[src/rtl/stage3_pixel_streamer_pkg.sv]
// Shared constants, FSM state codes and sizing helper for the stage-3 pixel streamer.
// Fallback values stand in for the shared defines_cnn_core.v when it is not in the compile.
`ifndef ST3_IF_BW
`define ST3_IF_BW 32
`endif
`ifndef POOL_IN_SIZE
`define POOL_IN_SIZE 8
`endif
`ifndef ST3_FRAME_PIX
`define ST3_FRAME_PIX (`POOL_IN_SIZE*`POOL_IN_SIZE)
`endif

package stage3_pixel_streamer_pkg;

    localparam int unsigned ST3_IF_BW_DEF    = `ST3_IF_BW;
    localparam int unsigned POOL_IN_SIZE_DEF = `POOL_IN_SIZE;

    localparam logic [1:0] ST_IDLE   = 2'd0;
    localparam logic [1:0] ST_STREAM = 2'd1;
    localparam logic [1:0] ST_DONE   = 2'd2;

    // Number of pixels in a square feature map of the given side length.
    function automatic int unsigned frame_pix(input int unsigned side);
        return side * side;
    endfunction

endpackage

[src/rtl/stage3_pixel_streamer_if.sv]
// Write port, start/stall controls and the outgoing pixel stream of the stage-3 streamer.
interface stage3_pixel_streamer_if
    import stage3_pixel_streamer_pkg::*;
#(
    parameter int unsigned IF_BW = ST3_IF_BW_DEF,
    parameter int unsigned AW    = $clog2(POOL_IN_SIZE_DEF * POOL_IN_SIZE_DEF)
);
    logic             i_wr_en;
    logic [AW-1:0]    i_wr_addr;
    logic [IF_BW-1:0] i_wr_data;
    logic             i_start;
    logic             i_out_stall;
    logic             o_busy;
    logic             o_out_valid;
    logic [IF_BW-1:0] o_out_pixel;
    logic             o_out_first;
    logic             o_out_last;
    logic             o_frame_done;

    modport master (
        output i_wr_en, i_wr_addr, i_wr_data, i_start, i_out_stall,
        input  o_busy, o_out_valid, o_out_pixel, o_out_first, o_out_last, o_frame_done
    );

    modport slave (
        input  i_wr_en, i_wr_addr, i_wr_data, i_start, i_out_stall,
        output o_busy, o_out_valid, o_out_pixel, o_out_first, o_out_last, o_frame_done
    );
endinterface

[src/rtl/stage3_frame_ram.sv]
// Simple dual-port frame RAM: one write port, one synchronous read port with a resettable
// output register (the register itself is the streamer's pixel output).
module stage3_frame_ram #(
    parameter int unsigned DW    = 32,
    parameter int unsigned DEPTH = 64,
    parameter int unsigned AW    = 6
) (
    input  logic          clk,
    input  logic          reset_n,
    input  logic          wr_en,
    input  logic [AW-1:0] wr_addr,
    input  logic [DW-1:0] wr_data,
    input  logic          rd_en,
    input  logic [AW-1:0] rd_addr,
    output logic [DW-1:0] rd_data
);

    logic [DW-1:0] mem_r [DEPTH];

    // Write port; the storage array is deliberately not reset.
    always_ff @(posedge clk) begin
        if (wr_en) begin
            mem_r[wr_addr] <= wr_data;
        end
    end

    // Synchronous read port, output register holds while no read is issued.
    always_ff @(posedge clk) begin
        if (!reset_n) begin
            rd_data <= '0;
        end else if (rd_en) begin
            rd_data <= mem_r[rd_addr];
        end
    end

endmodule

[src/rtl/stage3_pixel_streamer.sv]
// Stage-3 feature-map source: random-access frame fill in IDLE, raster-order
// valid-qualified pixel stream with first/last/done markers.
module stage3_pixel_streamer
    import stage3_pixel_streamer_pkg::*;
#(
    parameter int unsigned IF_BW   = ST3_IF_BW_DEF,
    parameter int unsigned IN_SIZE = POOL_IN_SIZE_DEF,
    parameter int unsigned AW      = $clog2(IN_SIZE * IN_SIZE)
) (
    input  logic                  clk,
    input  logic                  reset_n,
    stage3_pixel_streamer_if.slave bus
);

    localparam int unsigned   FRAME_PIX   = frame_pix(IN_SIZE);
    localparam logic [AW:0]   FRAME_PIX_W = (AW + 1)'(FRAME_PIX);
    localparam logic [AW-1:0] LAST_ADDR   = AW'(FRAME_PIX - 1);

    logic [1:0]       state_r;
    logic [AW-1:0]    rd_cnt_r;
    logic             busy_r;
    logic             valid_r;
    logic             first_r;
    logic             last_r;
    logic             done_r;
    logic             wr_ok_s;
    logic             start_ok_s;
    logic             rd_en_s;
    logic [IF_BW-1:0] rd_data_s;

    // Qualify writes/start to IDLE (frame frozen while streaming) and issue reads when not stalled.
    always_comb begin
        wr_ok_s    = 1'b0;
        start_ok_s = 1'b0;
        rd_en_s    = 1'b0;
        if (state_r == ST_IDLE) begin
            wr_ok_s    = reset_n && bus.i_wr_en && ({1'b0, bus.i_wr_addr} < FRAME_PIX_W);
            start_ok_s = bus.i_start && !busy_r;
        end else if (state_r == ST_STREAM) begin
            rd_en_s = !bus.i_out_stall;
        end else begin
            wr_ok_s    = 1'b0;
            start_ok_s = 1'b0;
            rd_en_s    = 1'b0;
        end
    end

    // FSM, read counter and the stream marker registers.
    always_ff @(posedge clk) begin
        if (!reset_n) begin
            state_r  <= ST_IDLE;
            rd_cnt_r <= '0;
            busy_r   <= 1'b0;
            valid_r  <= 1'b0;
            first_r  <= 1'b0;
            last_r   <= 1'b0;
            done_r   <= 1'b0;
        end else begin
            valid_r <= 1'b0;
            first_r <= 1'b0;
            last_r  <= 1'b0;
            done_r  <= 1'b0;
            case (state_r)
                ST_IDLE: begin
                    // busy stays high through the done pulse, so a start there is refused
                    busy_r <= start_ok_s;
                    if (start_ok_s) begin
                        state_r  <= ST_STREAM;
                        rd_cnt_r <= '0;
                    end
                end
                ST_STREAM: begin
                    if (rd_en_s) begin
                        valid_r <= 1'b1;
                        first_r <= (rd_cnt_r == '0);
                        last_r  <= (rd_cnt_r == LAST_ADDR);
                        if (rd_cnt_r == LAST_ADDR) begin
                            state_r  <= ST_DONE;
                            rd_cnt_r <= '0;
                        end else begin
                            rd_cnt_r <= rd_cnt_r + 1'b1;
                        end
                    end
                end
                ST_DONE: begin
                    done_r  <= 1'b1;
                    state_r <= ST_IDLE;
                end
                default: begin
                    state_r  <= ST_IDLE;
                    rd_cnt_r <= '0;
                    busy_r   <= 1'b0;
                end
            endcase
        end
    end

    stage3_frame_ram #(
        .DW    (IF_BW),
        .DEPTH (FRAME_PIX),
        .AW    (AW)
    ) u_frame_ram (
        .clk     (clk),
        .reset_n (reset_n),
        .wr_en   (wr_ok_s),
        .wr_addr (bus.i_wr_addr),
        .wr_data (bus.i_wr_data),
        .rd_en   (rd_en_s),
        .rd_addr (rd_cnt_r),
        .rd_data (rd_data_s)
    );

    assign bus.o_busy       = busy_r;
    assign bus.o_out_valid  = valid_r;
    assign bus.o_out_pixel  = rd_data_s;
    assign bus.o_out_first  = first_r;
    assign bus.o_out_last   = last_r;
    assign bus.o_frame_done = done_r;

endmodule

[src/flat_wrapper.sv]
// flat-port wrapper written by rule: the top's interface ports become plain ports
module stage3_pixel_streamer_flat import stage3_pixel_streamer_pkg::*;
#(
    parameter int unsigned IF_BW   = ST3_IF_BW_DEF,
    parameter int unsigned IN_SIZE = POOL_IN_SIZE_DEF,
    parameter int unsigned AW      = $clog2(IN_SIZE * IN_SIZE)
)
  (clk, reset_n, bus_i_wr_en, bus_i_wr_addr, bus_i_wr_data, bus_i_start, bus_i_out_stall, bus_o_busy, bus_o_out_valid, bus_o_out_pixel, bus_o_out_first, bus_o_out_last, bus_o_frame_done);
  stage3_pixel_streamer_if #(.IF_BW(IF_BW), .AW(AW)) bus_i ();
  input  logic clk;
  input  logic reset_n;
  input wire logic [$bits(bus_i.i_wr_en)-1:0] bus_i_wr_en;
  input wire logic [$bits(bus_i.i_wr_addr)-1:0] bus_i_wr_addr;
  input wire logic [$bits(bus_i.i_wr_data)-1:0] bus_i_wr_data;
  input wire logic [$bits(bus_i.i_start)-1:0] bus_i_start;
  input wire logic [$bits(bus_i.i_out_stall)-1:0] bus_i_out_stall;
  output wire logic [$bits(bus_i.o_busy)-1:0] bus_o_busy;
  output wire logic [$bits(bus_i.o_out_valid)-1:0] bus_o_out_valid;
  output wire logic [$bits(bus_i.o_out_pixel)-1:0] bus_o_out_pixel;
  output wire logic [$bits(bus_i.o_out_first)-1:0] bus_o_out_first;
  output wire logic [$bits(bus_i.o_out_last)-1:0] bus_o_out_last;
  output wire logic [$bits(bus_i.o_frame_done)-1:0] bus_o_frame_done;
  assign bus_i.i_wr_en = bus_i_wr_en;
  assign bus_i.i_wr_addr = bus_i_wr_addr;
  assign bus_i.i_wr_data = bus_i_wr_data;
  assign bus_i.i_start = bus_i_start;
  assign bus_i.i_out_stall = bus_i_out_stall;
  assign bus_o_busy = bus_i.o_busy;
  assign bus_o_out_valid = bus_i.o_out_valid;
  assign bus_o_out_pixel = bus_i.o_out_pixel;
  assign bus_o_out_first = bus_i.o_out_first;
  assign bus_o_out_last = bus_i.o_out_last;
  assign bus_o_frame_done = bus_i.o_frame_done;
  stage3_pixel_streamer #(.IF_BW(IF_BW), .IN_SIZE(IN_SIZE), .AW(AW)) u_core (.clk(clk), .reset_n(reset_n), .bus(bus_i));
endmodule
[config.mk]
export PLATFORM = sky130hd
export DESIGN_NAME = stage3_pixel_streamer_flat
export DESIGN_NICKNAME = d
export VERILOG_FILES = /design/src/rtl/stage3_pixel_streamer_pkg.sv /design/src/rtl/stage3_pixel_streamer_if.sv /design/src/rtl/stage3_frame_ram.sv /design/src/rtl/stage3_pixel_streamer.sv /design/src/flat_wrapper.sv
export SDC_FILE = /design/constraint.sdc
export NUM_CORES = 2
export LEC_CHECK = 0
export BUFFER_PORTS_ARGS = -buffer_cell sky130_fd_sc_hd__buf_4
export CAP_MARGIN = 20
export CORE_MARGIN = 5
export CORE_UTILIZATION = 60
export DETAILED_ROUTE_END_ITERATION = 10
export GPL_ROUTABILITY_DRIVEN = 0
export PLACE_DENSITY = 0.77
export REMOVE_ABC_BUFFERS = 1
export SYNTH_ARGS = -nofsm -noshare
export SYNTH_HDL_FRONTEND = slang
export SYNTH_SLANG_ARGS = --single-unit
export TNS_END_PERCENT = 30
[constraint.sdc]
create_clock -name clk -period 3.74 [get_ports clk]
set_clock_uncertainty 0.15 [all_clocks]
set_input_delay 0.561 -clock clk [delete_from_list [all_inputs] [get_ports clk]]
set_output_delay 0.561 -clock clk [all_outputs]
set_load 0.02 [all_outputs]
==> out/metrics.yaml <==
status:
  outcome: "completed"
timing:
  setup_tns_ns: 0
  rsz0062_at_grt: "no"
  timing.final.crit_share_pct: 98.60
  fin_crit_ns: 3.687
  max_freq_mhz: 271.2
  hold_ws_ns: 0.1278
  final-setup-viol-count: 0
  max_slew_margin_pct: 28.43
  worst_slew_pin_slew_ns: 1.067
  drv_slew: 0
  hold_viol: 0
synthesis:
  yosysTopAreaCell: "edfxtp_1"
  syn_inst: 3545
  synthTopCellsByArea: "edfxtp_1 77%, mux4_2 15%, mux2i_1 1.9%, dfxtp_1 1.1%, buf_4 0.49%"
  synth_cell_types: 71
  ys_ff_latch: 2093
  async_reset_ff_share_pct: 0
  yosysSeqAreaShare_pct: 77.69
  synth.most_common_cell: "edfxtp_1"
  syn_avg_cell_area_um2: 22.66
  synth_edf_count: 2048
  yosysWarnings: 0
  synth-main-ff-cell: "edfxtp_1"
  yosys-top-cells-count: "2048 x edfxtp_1, 518 x mux4_2, 150 x mux2i_1"
  yosysTopAreaCellShare_pct: 76.57
  syn-cell-area_um2: 80320
layout:
  drive_above_1_share_pct: 30.15
  area_growth_pct: 13.39
  n_fill_cell: 7755
  nets: 3918
critical_path:
  path_cells: "buf_12 -> buf_12 -> mux4_2 -> mux4_2 -> nor2b_1 -> a211oi_1 -> nor3_1"
  path_buf_inv: 2
  crit_slowest_cell: "dfxtp_4"
  start_kind: "flip-flop"
  crit_family: "flip-flops"
  crit_path_end_kind: "flip-flop"
  path_max_fanout: 40
  crit_arrival_ns: 4.20
  cp_data_required_time_ns: 4.25
  path_class: "reg2reg"
  slowest_delay_ns: 0.92
global_routing:
  grtUsageTotal_pct: 30.66
  grt_pass1_wl_mm: 304.1
  antenna_found_initial: 8
  grt_overflow: 0
  grt_max_degree: 65
  grt_pass1_vias: 41070
die:
  fp.dieW_um: 375.9
  rows: 134
  pin_count: 80
  coreArea_um2: 133300
  start_util_pct: 60.26
  dieArea_um2: 141300
  die_y_um: 375.9
run:
  cap_violations: 0
routing:
  vias_per_cell: 7.126
  wirelength_mm: 214.4
  dr_total_vias: 41390
  routedWlPerCell_um: 36.92
  drt-initial-drc-count: 6616
  ant_nets: 0
  drtPass1Iterations: 6
  drc: 0
clock_tree:
  cts_root_buf: "clkbuf_16"
  clock_sinks: 2093
  cts_max_level: 4
  clock_latency_ns: 0.82
  post_cts_buffers: 0
  clk_pin_slew_ns: 0.06
  clock_path_buffers: 3
  numCtsBuffers: 192
  cts_tree: "yes"
pwr:
  pwr-share-seq_pct: 52.1
  p_clk_share_pct: 38.0
  power_density_nw_per_um2: 548.3
  power.static_leakage_nw: 27.91
  combPwrFrac_pct: 9.9
  peakVddDrop_mv: 0.4185
  swShare_pct: 22.33
  p_switching_mw: 11.15
  intPower_mw: 38.79
placed_design:
  dp_hpwl_mm: 118.2
  io_buffers: 79
worst_hold_path:
  hold_path.class: "in2reg"
kinds of logic (layout without fill, tap and decap cells):
family | after synthesis | after routing | share of synthesized area (%)
flip-flops | 2093 | 2093 | 77.69
multiplexers | 702 | 702 | 16.87
AND/OR/NAND/NOR | 307 | 307 | 1.774
AO/OA/AOI/OAI | 234 | 234 | 2.042
buffers and inverters | 199 | 687 | 1.483
adder cells (fa/ha/maj) | 6 | 6 | 0.09347
XOR/XNOR | 4 | 4 | 0.04363
other | 0 | 7 | 0
per-stage QoR:
step,instances,setup slack [ns],area (um2),power (mW),util [%]
after global placement,5441,0.1096,84990,31.30,63.76
final,5808,0.05254,91070,49.94,68.33
after floorplan,3354,-18.87,79160,29.38,-
after detailed placement,5442,0.07382,84990,31.39,63.76
after global routing,5804,0.03472,91060,51.48,68.32
after CTS,5801,0.1084,91060,50.10,68.31
layout by cell type (no fill, tap or decap), drive strengths merged, types with 7 or more instances in the layout:
cell    instances
nand3          29
bufinv         12
o221ai         28
mux2           34
nor2          103
a31oi           9
mux2i         150
dfxtp          45
nand2          99
inv            14
diode           7
buf           320
clkinv         79
mux4          518
nand3b          8
nand2b          7
o211ai          9
o22ai          25
a211oi         13
o21ai          34
a22oi          13
clkbuf        255
edfxtp       2048
a21oi          39
and2           10
a221oi         10
nor2b          13
cell type report:
cell class	count	area, um2	area share, %
Sequential cell	2093	62420	68.54
Multi-Input combinational cell	1253	17220	18.91
Clock buffer	255	5177	5.685
Timing Repair Buffer	321	3122	3.428
Tap cell	1768	2212	2.429
Clock inverter	103	873.3	0.9589
Inverter	8	32.53	0.03572
Antenna cell	7	17.52	0.01923
metal layers:
metal	GRT usage [%]	wire (um)	vias to the layer above
met5	0	21	-
met4	11.90	8878	4
met3	8.488	29600	567
met2	47.51	102400	3509
met1	42.48	73520	21580
li1	-	-	15720
worst paths after layout:
path                                       from                               end  slack (ns)  depth (start not counted)
setup / recovery             u_core.rd_cnt_r[1]     u_core.u_frame_ram.rd_data[8]        0.05                          7
hold / removal                bus_i_wr_data[27]  u_core.u_frame_ram.mem_r[34][27]        0.13                          1
setup reg to reg             u_core.rd_cnt_r[1]     u_core.u_frame_ram.rd_data[8]        0.05                          7
hold reg to reg   u_core.u_frame_ram.rd_data[5]     u_core.u_frame_ram.rd_data[5]        0.34                          2
power groups by stage:
stage / sequential, mW / combinational (mW) / clock (mW)
2_1_floorplan: 26.8 / 2.60 / 0
3_3_place_gp: 26.5 / 4.80 / 0
3_5_place_dp: 26.5 / 4.88 / 0
4_1_cts: 26.0 / 4.95 / 19.1
5_1_grt: 26.0 / 5.24 / 20.2
6_report: 26.0 / 4.95 / 19.0
sequential cells by signal (all words and copies together), names as in the netlist:
name                        flops
u_core.u_frame_ram.mem_r     2048
u_core.bus.o_busy               1
u_core.rd_cnt_r                 6
u_core.bus.o_frame_done         1
u_core.bus.o_out_first          1
u_core.u_frame_ram.rd_data     32
u_core.state_r                  2
u_core.bus.o_out_last           1
u_core.bus.o_out_valid          1
repair_timing:
item,4_1_cts,5_1_grt
endpoints found under the setup margin,1,0
hold endpoints to repair,1,0
hold buffers,1,0
resized for setup,1,0
(Power assumes the default switching activity.)
